<file path="config.mk">
export PLATFORM = sky130hd
export DESIGN_NAME = burst_phase_detector
export DESIGN_NICKNAME = d
export VERILOG_FILES = /design/src/rtl/chroma_pkg.sv /design/src/rtl/burst_mixer.sv /design/src/rtl/burst_phase_detector.sv
export SDC_FILE = /design/constraint.sdc
export NUM_CORES = 1
export LEC_CHECK = 0
export BUFFER_PORTS_ARGS = -buffer_cell sky130_fd_sc_hd__buf_2
export CAP_MARGIN = 20
export CORE_ASPECT_RATIO = 0.6
export CORE_MARGIN = 4
export CORE_UTILIZATION = 70
export DETAILED_ROUTE_END_ITERATION = 8
export PLACE_DENSITY_LB_ADDON = 0.08
export SLEW_MARGIN = 40
export SYNTH_ARGS = -nofsm -noshare
export SYNTH_HDL_FRONTEND = slang
export SYNTH_SLANG_ARGS = --single-unit
</file>
<file path="constraint.sdc">
create_clock -name clk -period 8.4 [get_ports clk]
set_input_delay 0.84 -clock clk [delete_from_list [all_inputs] [get_ports clk]]
set_output_delay 0.84 -clock clk [all_outputs]
set_load 0.05 [all_outputs]
</file>
<file path="src/rtl/chroma_pkg.sv">
// rtl/chroma_pkg.sv - shared types and constants for the colour-burst phase detector
//
// Purpose: sample/accumulator widths, saturation limits, default burst timing,
//          the detector FSM state type and the mixer scale/saturate helper.
// Ports:   none (package).
package chroma_pkg;

  localparam int SAMPLE_W        = 12;
  localparam int OFFSET_W        = 32;
  localparam int SCALE_SHIFT     = 11;
  localparam int DEF_START_DELAY = 394;
  localparam int DEF_BURST_LEN   = 148;

  localparam logic signed [SAMPLE_W-1:0] SAT_MAX = 12'sh7FF;   //  2047
  localparam logic signed [SAMPLE_W-1:0] SAT_MIN = 12'sh800;   // -2048

  typedef enum logic [1:0] {
    ST_IDLE  = 2'd0,
    ST_DELAY = 2'd1,
    ST_GATE  = 2'd2,
    ST_DONE  = 2'd3
  } state_t;

  // Arithmetic shift right by SCALE_SHIFT, then clamp to the sample range.
  // The shifted product of two 12-bit samples fits in 13 bits, so the
  // result overflows exactly when its top two bits differ.
  function automatic logic signed [SAMPLE_W-1:0] sat_scale(
    input logic signed [2*SAMPLE_W-1:0] p
  );
    logic [SAMPLE_W:0] t;
    t = p[SCALE_SHIFT+SAMPLE_W:SCALE_SHIFT];
    if (t[SAMPLE_W] == t[SAMPLE_W-1]) begin
      return t[SAMPLE_W-1:0];
    end else if (t[SAMPLE_W]) begin
      return SAT_MIN;
    end else begin
      return SAT_MAX;
    end
  endfunction

endpackage

</file>
<file path="src/rtl/burst_mixer.sv">
// rtl/burst_mixer.sv - two-stage signed mixer: multiply, scale by 2^-11, saturate
//
// Purpose: o_mix = sat12((i_sample * i_ref) >>> 11), two register stages.
// Ports:   clk      - system clock
//          rst_n    - asynchronous active-low reset
//          i_sample - 12-bit signed video sample
//          i_ref    - 12-bit signed NCO reference
//          o_mix    - 12-bit signed scaled, saturated product (2-clock latency)
module burst_mixer
  import chroma_pkg::*;
(
  input  logic                       clk,
  input  logic                       rst_n,
  input  logic signed [SAMPLE_W-1:0] i_sample,
  input  logic signed [SAMPLE_W-1:0] i_ref,
  output logic signed [SAMPLE_W-1:0] o_mix
);

  logic signed [2*SAMPLE_W-1:0] w_a_ext;
  logic signed [2*SAMPLE_W-1:0] w_b_ext;
  logic signed [2*SAMPLE_W-1:0] r_prod;
  logic signed [SAMPLE_W-1:0]   r_mix;

  assign w_a_ext = {{SAMPLE_W{i_sample[SAMPLE_W-1]}}, i_sample};
  assign w_b_ext = {{SAMPLE_W{i_ref[SAMPLE_W-1]}}, i_ref};

  always_ff @(posedge clk or negedge rst_n) begin
    if (!rst_n) begin
      r_prod <= '0;
      r_mix  <= '0;
    end else begin
      r_prod <= w_a_ext * w_b_ext;
      r_mix  <= sat_scale(r_prod);
    end
  end

  assign o_mix = r_mix;

endmodule

</file>
<file path="src/rtl/burst_phase_detector.sv">
// rtl/burst_phase_detector.sv - colour-burst gate, phase error and burst-present detector
//
// Purpose: after each hsync rising edge, wait START_DELAY clocks, gate BURST_LEN
//          samples, output the quadrature phase error during the gate, accumulate
//          the in-phase product into a per-line burst amplitude and drive a
//          hysteresis colour-killer flag.
// Ports:   clk           - system clock
//          rst_n         - asynchronous active-low reset
//          hsync_in      - separated horizontal sync, active-high
//          video_in      - 12-bit signed DC-removed composite sample
//          nco_sin       - 12-bit signed NCO quadrature reference
//          nco_cos       - 12-bit signed NCO in-phase reference
//          burst_active  - gate aligned with error_out
//          error_out     - 12-bit signed per-sample phase error (0 outside gate)
//          burst_amp     - 16-bit magnitude of the last completed burst
//          burst_present - colour-killer flag with hysteresis
module burst_phase_detector
  import chroma_pkg::*;
#(
  parameter int START_DELAY = DEF_START_DELAY,
  parameter int BURST_LEN   = DEF_BURST_LEN,
  parameter int AMP_THRESH  = 2000,
  parameter int HYST_LINES  = 3
) (
  input  logic                       clk,
  input  logic                       rst_n,
  input  logic                       hsync_in,
  input  logic signed [SAMPLE_W-1:0] video_in,
  input  logic signed [SAMPLE_W-1:0] nco_sin,
  input  logic signed [SAMPLE_W-1:0] nco_cos,
  output logic                       burst_active,
  output logic signed [SAMPLE_W-1:0] error_out,
  output logic [15:0]                burst_amp,
  output logic                       burst_present
);

  localparam int CNT_W  = 16;
  localparam int HYST_W = $clog2(HYST_LINES + 1);

  localparam logic [CNT_W-1:0]  DELAY_LAST = CNT_W'(START_DELAY - 1);
  localparam logic [CNT_W-1:0]  GATE_LAST  = CNT_W'(BURST_LEN - 1);
  // DONE waits two extra clocks so the last gated sample leaves the mixer
  // pipeline and lands in the accumulator before the amplitude is taken.
  localparam logic [CNT_W-1:0]  DRAIN_LAST = CNT_W'(2);
  localparam logic [HYST_W-1:0] HYST_MAX   = HYST_W'(HYST_LINES);
  localparam logic [HYST_W-1:0] HYST_ONE   = HYST_W'(1);
  localparam logic [15:0]       AMP_LIMIT  = 16'(AMP_THRESH);

  state_t                      r_state;
  logic [CNT_W-1:0]            r_cnt;
  logic                        r_hsync_d;
  logic                        r_armed;
  logic                        r_hs_edge;
  logic                        r_gate_d1;
  logic                        r_gate_d2;
  logic signed [OFFSET_W-1:0]  r_acc;
  logic [15:0]                 r_amp;
  logic [HYST_W-1:0]           r_up;
  logic [HYST_W-1:0]           r_dn;
  logic                        r_present;

  logic signed [SAMPLE_W-1:0]  w_q;
  logic signed [SAMPLE_W-1:0]  w_i;
  logic signed [OFFSET_W-1:0]  w_i_ext;
  logic [OFFSET_W-1:0]         w_acc_abs;
  logic [15:0]                 w_amp_new;
  logic                        w_line_seen;

  burst_mixer u_mix_q (
    .clk      (clk),
    .rst_n    (rst_n),
    .i_sample (video_in),
    .i_ref    (nco_sin),
    .o_mix    (w_q)
  );

  burst_mixer u_mix_i (
    .clk      (clk),
    .rst_n    (rst_n),
    .i_sample (video_in),
    .i_ref    (nco_cos),
    .o_mix    (w_i)
  );

  assign w_i_ext     = {{(OFFSET_W-SAMPLE_W){w_i[SAMPLE_W-1]}}, w_i};
  assign w_acc_abs   = r_acc[OFFSET_W-1] ? $unsigned(-r_acc) : $unsigned(r_acc);
  assign w_amp_new   = (|w_acc_abs[OFFSET_W-1:16]) ? 16'hFFFF : w_acc_abs[15:0];
  assign w_line_seen = (w_amp_new > AMP_LIMIT);

  // Edge detect and gate alignment. r_armed blocks a level that is already
  // high when reset releases from being taken as a rising edge.
  always_ff @(posedge clk or negedge rst_n) begin
    if (!rst_n) begin
      r_hsync_d <= 1'b0;
      r_armed   <= 1'b0;
      r_hs_edge <= 1'b0;
      r_gate_d1 <= 1'b0;
      r_gate_d2 <= 1'b0;
    end else begin
      r_hsync_d <= hsync_in;
      r_armed   <= 1'b1;
      r_hs_edge <= hsync_in & ~r_hsync_d & r_armed;
      r_gate_d1 <= (r_state == ST_GATE);
      r_gate_d2 <= r_gate_d1;
    end
  end

  always_ff @(posedge clk or negedge rst_n) begin
    if (!rst_n) begin
      r_state   <= ST_IDLE;
      r_cnt     <= '0;
      r_acc     <= '0;
      r_amp     <= '0;
      r_up      <= '0;
      r_dn      <= '0;
      r_present <= 1'b0;
    end else begin
      if (r_gate_d2) begin
        r_acc <= r_acc + w_i_ext;
      end
      case (r_state)
        ST_IDLE: begin
          if (r_hs_edge) begin
            r_state <= ST_DELAY;
            r_cnt   <= '0;
          end
        end
        ST_DELAY: begin
          if (r_cnt == DELAY_LAST) begin
            r_state <= ST_GATE;
            r_cnt   <= '0;
            r_acc   <= '0;
          end else begin
            r_cnt <= r_cnt + CNT_W'(1);
          end
        end
        ST_GATE: begin
          if (r_cnt == GATE_LAST) begin
            r_state <= ST_DONE;
            r_cnt   <= '0;
          end else begin
            r_cnt <= r_cnt + CNT_W'(1);
          end
        end
        ST_DONE: begin
          if (r_cnt == DRAIN_LAST) begin
            r_state <= ST_IDLE;
            r_cnt   <= '0;
            r_amp   <= w_amp_new;
            if (w_line_seen) begin
              r_dn <= '0;
              if (r_up != HYST_MAX) r_up <= r_up + HYST_ONE;
              if (r_up >= HYST_MAX - HYST_ONE) r_present <= 1'b1;
            end else begin
              r_up <= '0;
              if (r_dn != HYST_MAX) r_dn <= r_dn + HYST_ONE;
              if (r_dn >= HYST_MAX - HYST_ONE) r_present <= 1'b0;
            end
          end else begin
            r_cnt <= r_cnt + CNT_W'(1);
          end
        end
        default: r_state <= ST_IDLE;
      endcase
    end
  end

  assign burst_active  = r_gate_d2;
  assign error_out     = r_gate_d2 ? w_q : '0;
  assign burst_amp     = r_amp;
  assign burst_present = r_present;

endmodule
</file>
==> impl_metrics.csv, run 1 <==
group,metric,value,unit
critical_path,crit_required,8.70,ns
critical_path,cp-start-kind,"input port",
floorplan,coreArea,24500,µm²
logic_synthesis,yosysUniqueCellTypes,62,
floorplan,die_area,27890,µm²
critical_path,reg2reg_depth,10,
logic_synthesis,ys_top_cells_by_area,"fa_1, dfrtp_1, ha_1",
logic_synthesis,ys_seq_area_frac,0.1787,
grt,grt_pass1_vias,13350,
drt,route.detailed.drc,0,
critical_path,end_kind,"flip-flop",
finish,num_antenna_cells,0,
floorplan,die_height,131.0,µm
grt,grt_usage,0.3203,
finish,nets,2428,
clock_network,cts_setup_buffers,0,
sta,slew_headroom,0.4645,
logic_synthesis,ys_warn_count,0,
place,dp.final_hpwl,33160,µm
pwr,p_leak,9.416,nW
finish,layout-drive-gt1-share,0.06200,
logic_synthesis,ys_async_sr_fraction,1.000,
drt,avgViaCountPerCell,5.878,
clock_network,hold_buffers,0,
finish,final_core_util,0.7636,
finish,layoutNonFillerInstCount,2306,
finish,nFillCells,1728,
clock_network,cts_buffers,17,
logic_synthesis,synth.net_count,2414,
run,cap_violations,0,
drt,ant_nets,0,
logic_synthesis,synth.avg_cell_area,9.009,µm²
critical_path,arrival,6.80,ns
place,place_area,18120,µm²
drt,post_drt_wl_per_cell,18.27,µm
sta,tns,0,ns
floorplan,num_io_pins,69,
pwr,p_per_area,440.3,nW/µm²
place,io_buffer_count,68,
floorplan,die_width,212.9,µm
clock_network,cts_sinks,126,
critical_path,critical_path_class,"in -> reg",
clock_network,clk_pin_slew,0.06,ns
finish,fin_area,18710,µm²
clock_network,cts_max_level,4,
hold_path,hp-class,"reg -> reg",
drt,drt_iter0_drc,1300,
place,gp_congestion,0.9219,
logic_synthesis,netlist_area,17640,µm²
sta,hold_viol,0,
sta,skew,0.01178,ns
logic_synthesis,yosysTopAreaCellShare,0.3098,
floorplan,initial_utilization,0.7200,
logic_synthesis,synth_ff_type,"dfrtp_1",
sta,setup_viol,0,
sta,rsz0062_at_grt,"false",
place,placedCellCount,2275,
sta,worstMarginPinSlew,0.8003,ns
drt,dr.pass1.iters,5,
outcome,status,"completed",
grt,grt_max_degree,68,
clock_network,ctsResizeCount,0,
critical_path,crit_fanout,24,
pwr,p_total,8.237,mW
sta,fin_crit,6.503,ns
clock_network,cts_root_buf,"clkbuf_16",
grt,grt_overflow,0,
logic_synthesis,yosys.area.top_type,"fa_1",
hold_path,min_path_cells,0,
logic_synthesis,syn_inst,1958,
sta,clock.fmax,153.8,MHz
logic_synthesis,ys_seq_elements,126,
drt,vias,13550,
drt,drt_wl_total,42130,µm
clock_network,cts_tree,"built",
grt,antenna_found_initial,0,
clock_network,clock_path_buffers,2,
logic_synthesis,synth_enable_flop_cells,0,
finish,area_growth,6.057,%
clock_network,clk_latency,0.44,ns
sta,slew_violations,0,
floorplan,rows,44,
sta,finalCritPeriodShare,0.7742,
pwr,ir_drop,0.0006932,V
grt,grt_pass1_wl,70460,µm
## layout by cell type, fill, tap and decap left out, types with 57 or more instances in the layout
master   synthesis  layout
inv_1          365     365
fa_1           273     273
nand2_1        237     237
ha_1           144     144
nor2_1         128     128
dfrtp_1        126     124
and2_1          91      90
buf_2            2      67
a21oi_1         62      62
xnor2_1         57      57
## path summary, 6_finish.rpt
kind | startpoint | to | slack, ns
setup / recovery | video_in[7] | u_mix_i.r_prod[22] | 1.90
hold / removal | r_gate_d1 | burst_active | 0.35
setup reg to reg | r_acc[14] | r_up[1] | 4.02
hold reg to reg | r_gate_d1 | burst_active | 0.35
max in group asynchronous | rst_n | burst_active | 7.01
min in group asynchronous | rst_n | burst_amp[0] | 0.38
## Yosys cell counts (23+ instances only)
library cell and count:
ha_1 144, a21oi_1 62, mux2i_1 24, fa_1 273, xor2_1 23, nor3_1 26
xnor2_1 57, inv_1 365, clkbuf_1 71, nand2_1 237, nor2_1 128, o21ai_0 46
and2_1 91, dfrtp_1 126, a21o_1 38
## registers in the layout (all words and copies together), names as in the netlist
register,flops
burst_present,1
r_hsync_d,1
burst_active,1
r_gate_d1,1
r_armed,1
u_mix_i.r_prod,13
r_dn,2
r_hs_edge,1
u_mix_i.o_mix,12
burst_amp,16
r_state,2
u_mix_q.r_prod,13
r_acc,32
r_up,2
u_mix_q.o_mix,12
r_cnt,16
## critical path, stage by stage
cell and delay, ns:
buf_2 0.45, nand2_1 0.16, fa_1 0.59, fa_1 0.47
fa_1 0.55, inv_1 0.05, fa_1 0.50, fa_1 0.42
ha_1 0.20, a2111oi_0 0.54, a211o_1 0.25, a21boi_0 0.15
o31a_1 0.35, o211ai_1 0.27, a21boi_0 0.23, o21ai_0 0.40
a21boi_0 0.20, xor2_1 0.18
## power breakdown
| group | internal (mW) | switching, mW |
|---|---|---|
| Combinational | 2.68 | 3.59 |
| Sequential | 0.963 | 0.282 |
| Clock | 0.440 | 0.285 |
| Total | 4.08 | 4.15 |
## metrics by stage
stage	hold slack (ns)	setup slack [ns]
after floorplan	0.3312	2.468
after CTS	0.3544	1.932
after global routing	0.3690	1.480
after detailed placement	0.3411	1.626
final	0.3528	1.897
after global placement	0.3323	1.895
## cell families after synthesis
logic type | count (synthesis) | share of synthesized area
AO/OA/AOI/OAI | 249 | 0.09257
other | 1 | 0.0002126
XOR/XNOR | 80 | 0.03972
multiplexers | 26 | 0.01490
AND/OR/NAND/NOR | 613 | 0.1666
buffers and inverters | 446 | 0.09526
flip-flops | 126 | 0.1787
adder cells (fa/ha/maj) | 417 | 0.4120
## area by class of cell
class	instances	area, µm²	area share
multi-input cells	1386	12810	0.6850
flip-flops and latches	126	3156	0.1687
inverters	368	1381	0.07384
clock buffers	20	446.7	0.02388
well taps	322	402.9	0.02154
repair buffers	73	387.9	0.02073
clock inverters	11	118.9	0.006354
## layer usage
metal	share of wire	vias to the layer above	global-route usage	wire [µm]
li1	-	6187	-	-
met4	0.0091	2	0.04050	383
met1	0.47	6769	0.5073	19820
met5	0.00081	-	0.01034	34
met2	0.42	555	0.4466	17590
met3	0.10	41	0.09854	4300
(Power assumes the default switching activity.)
==> run 2, diff against run 1 <==
CORE_UTILIZATION = 59   (was 70)
clock period = 5.8 ns   (was 8.4 ns; I/O delays follow)
==> impl_metrics.csv, run 2 (same netlist as run 1, synthesis figures left out) <==
group,metric,value,unit
clock_network,cts_buffers,17,
drt,ant_nets,0,
clock_network,cts_root_buf,"clkbuf_16",
clock_network,hold_buffers,0,
place,io_buffer_count,68,
hold_path,hp-class,"in -> async",
grt,grt_pass1_wl,70270,µm
floorplan,die_height,141.9,µm
finish,regMostFlops,"r_acc",
finish,final_common_cell,"inv_1",
drt,dr.pass1.iters,6,
clock_network,clock_path_buffers,2,
finish,final_core_util,0.6685,
sta,finalCritPeriodShare,0.9400,
sta,slew_headroom,0.4953,
sta,fin_crit,5.452,ns
critical_path,end_kind,"flip-flop",
grt,grt_overflow,0,
critical_path,arrival,5.75,ns
sta,tns,0,ns
finish,layout-drive-gt1-share,0.09401,
finish,final_cell_mix,"inv_1, fa_1, nand2_1",
pwr,p_total,12.11,mW
place,gp_congestion,0.9411,
place,placedCellCount,2421,
drt,drt_iter0_drc,988,
floorplan,initial_utilization,0.6068,
outcome,status,"completed",
grt,grt_usage,0.2647,
drt,vias,13450,
clock_network,cts_tree,"built",
critical_path,cp_common_cell,"fa_1",
critical_path,cp_slowest_stage_delay,0.53,ns
clock_network,clk_pin_slew,0.06,ns
grt,antenna_found_initial,0,
sta,hold_viol,0,
clock_network,cts_max_level,4,
pwr,p_leak,9.784,nW
finish,largest_reg_flops,32,
critical_path,crit_fanout,12,
sta,clock.fmax,183.4,MHz
finish,area_growth,10.16,%
pwr,p_per_area,623.3,nW/µm²
floorplan,num_io_pins,69,
critical_path,critical_path_class,"in -> reg",
sta,slew_violations,0,
finish,nets,2496,
drt,avgViaCountPerCell,5.483,
clock_network,clk_latency,0.43,ns
floorplan,rows,48,
sta,setup_viol,0,
drt,post_drt_wl_per_cell,16.89,µm
sta,skew,0.007683,ns
clock_network,cts_sinks,126,
pwr,ir_drop,0.0008675,V
sta,worstMarginPinSlew,0.7475,ns
sta,rsz0062_at_grt,"false",
critical_path,path_cells,"buf_2 -> nand2_1 -> fa_1 -> fa_1 -> fa_1 -> inv_1 -> fa_1 -> inv_1 -> fa_1 -> inv_1 -> ha_1 -> a2111oi_0 -> buf_4 -> a211o_1 -> a21boi_1 -> o31a_1 -> o211ai_1 -> a21boi_1 -> o21ai_2 -> a21boi_0 -> xor2_1",
finish,nFillCells,2418,
grt,grt_pass1_vias,13540,
drt,drt_wl_total,41430,µm
drt,route.detailed.drc,0,
finish,num_antenna_cells,0,
critical_path,crit_required,6.10,ns
critical_path,crit_slowest_cell,"fa_1",
critical_path,cp-start-kind,"input port",
place,dp.final_hpwl,33850,µm
grt,grt_max_degree,67,
floorplan,die_area,32820,µm²
run,cap_violations,0,
floorplan,die_width,231.2,µm
floorplan,coreArea,29070,µm²
finish,layoutNonFillerInstCount,2453,
-- run 2: worst max-delay path: cells and delay by family --
kind / cells / cell delay, ns
adder cells (fa/ha/maj): 6 / 2.61
AO/OA/AOI/OAI: 8 / 1.72
buffers and inverters: 5 / 0.57
XOR/XNOR: 1 / 0.16
AND/OR/NAND/NOR: 1 / 0.12
-- run 2: repair_timing --
item	4_1_cts	5_1_grt
gates resized for setup	0	6
setup buffers	0	0
endpoints found under the hold margin	0	0
setup endpoints to repair	0	4
-- run 2: area by class of cell --
cell class | count | area [µm²] | share of cell area
inverters | 368 | 1381 | 0.07109
clock inverters | 13 | 214.0 | 0.01101
well taps | 400 | 500.5 | 0.02576
flip-flops and latches | 126 | 3156 | 0.1624
clock buffers | 19 | 432.9 | 0.02228
repair buffers | 141 | 928.4 | 0.04778
multi-input cells | 1386 | 12820 | 0.6597
-- run 2: report_power, final --
part / leakage, nW / switching [mW] / internal, mW
sequential: 1.51 / 0.413 / 1.39
combinational: 7.97 / 5.06 / 4.05
clock: 0.308 / 0.427 / 0.765
-- run 2: path summary, 6_finish.rpt --
path	from	endpoint	slack (ns)	depth (start not counted)
worst min-delay path	rst_n	burst_amp[2]	0.1	1
worst min register to register	r_gate_d1	burst_active	0.35	0
worst max register to register	r_acc[4]	r_up[0]	1.74	10
max in group asynchronous	rst_n	u_mix_q.r_prod[20]	4.66	2
min in group clk	hsync_in	r_hsync_d	0.27	1
worst max-delay path	video_in[5]	u_mix_i.r_prod[22]	0.35	21
-- run 2: layer usage --
| layer | up-vias | share of wire | global-route usage |
|---|---|---|---|
| met5 | - | 0 | 0 |
| met4 | 0 | 0.0062 | 0.03130 |
| met3 | 32 | 0.078 | 0.06520 |
| met2 | 432 | 0.41 | 0.3617 |
| met1 | 6654 | 0.50 | 0.4359 |
| li1 | 6333 | - | - |
-- run 2: stage by stage --
step	area, µm²	hold slack, ns	setup slack, ns
after floorplan	17640	0.2844	0.1278
after global placement	18770	0.3321	-0.2181
after detailed placement	18770	0.3435	-0.3124
after CTS	19420	0.1034	0.1330
after global routing	19430	0.1312	0.05362
final	19430	0.09979	0.3480
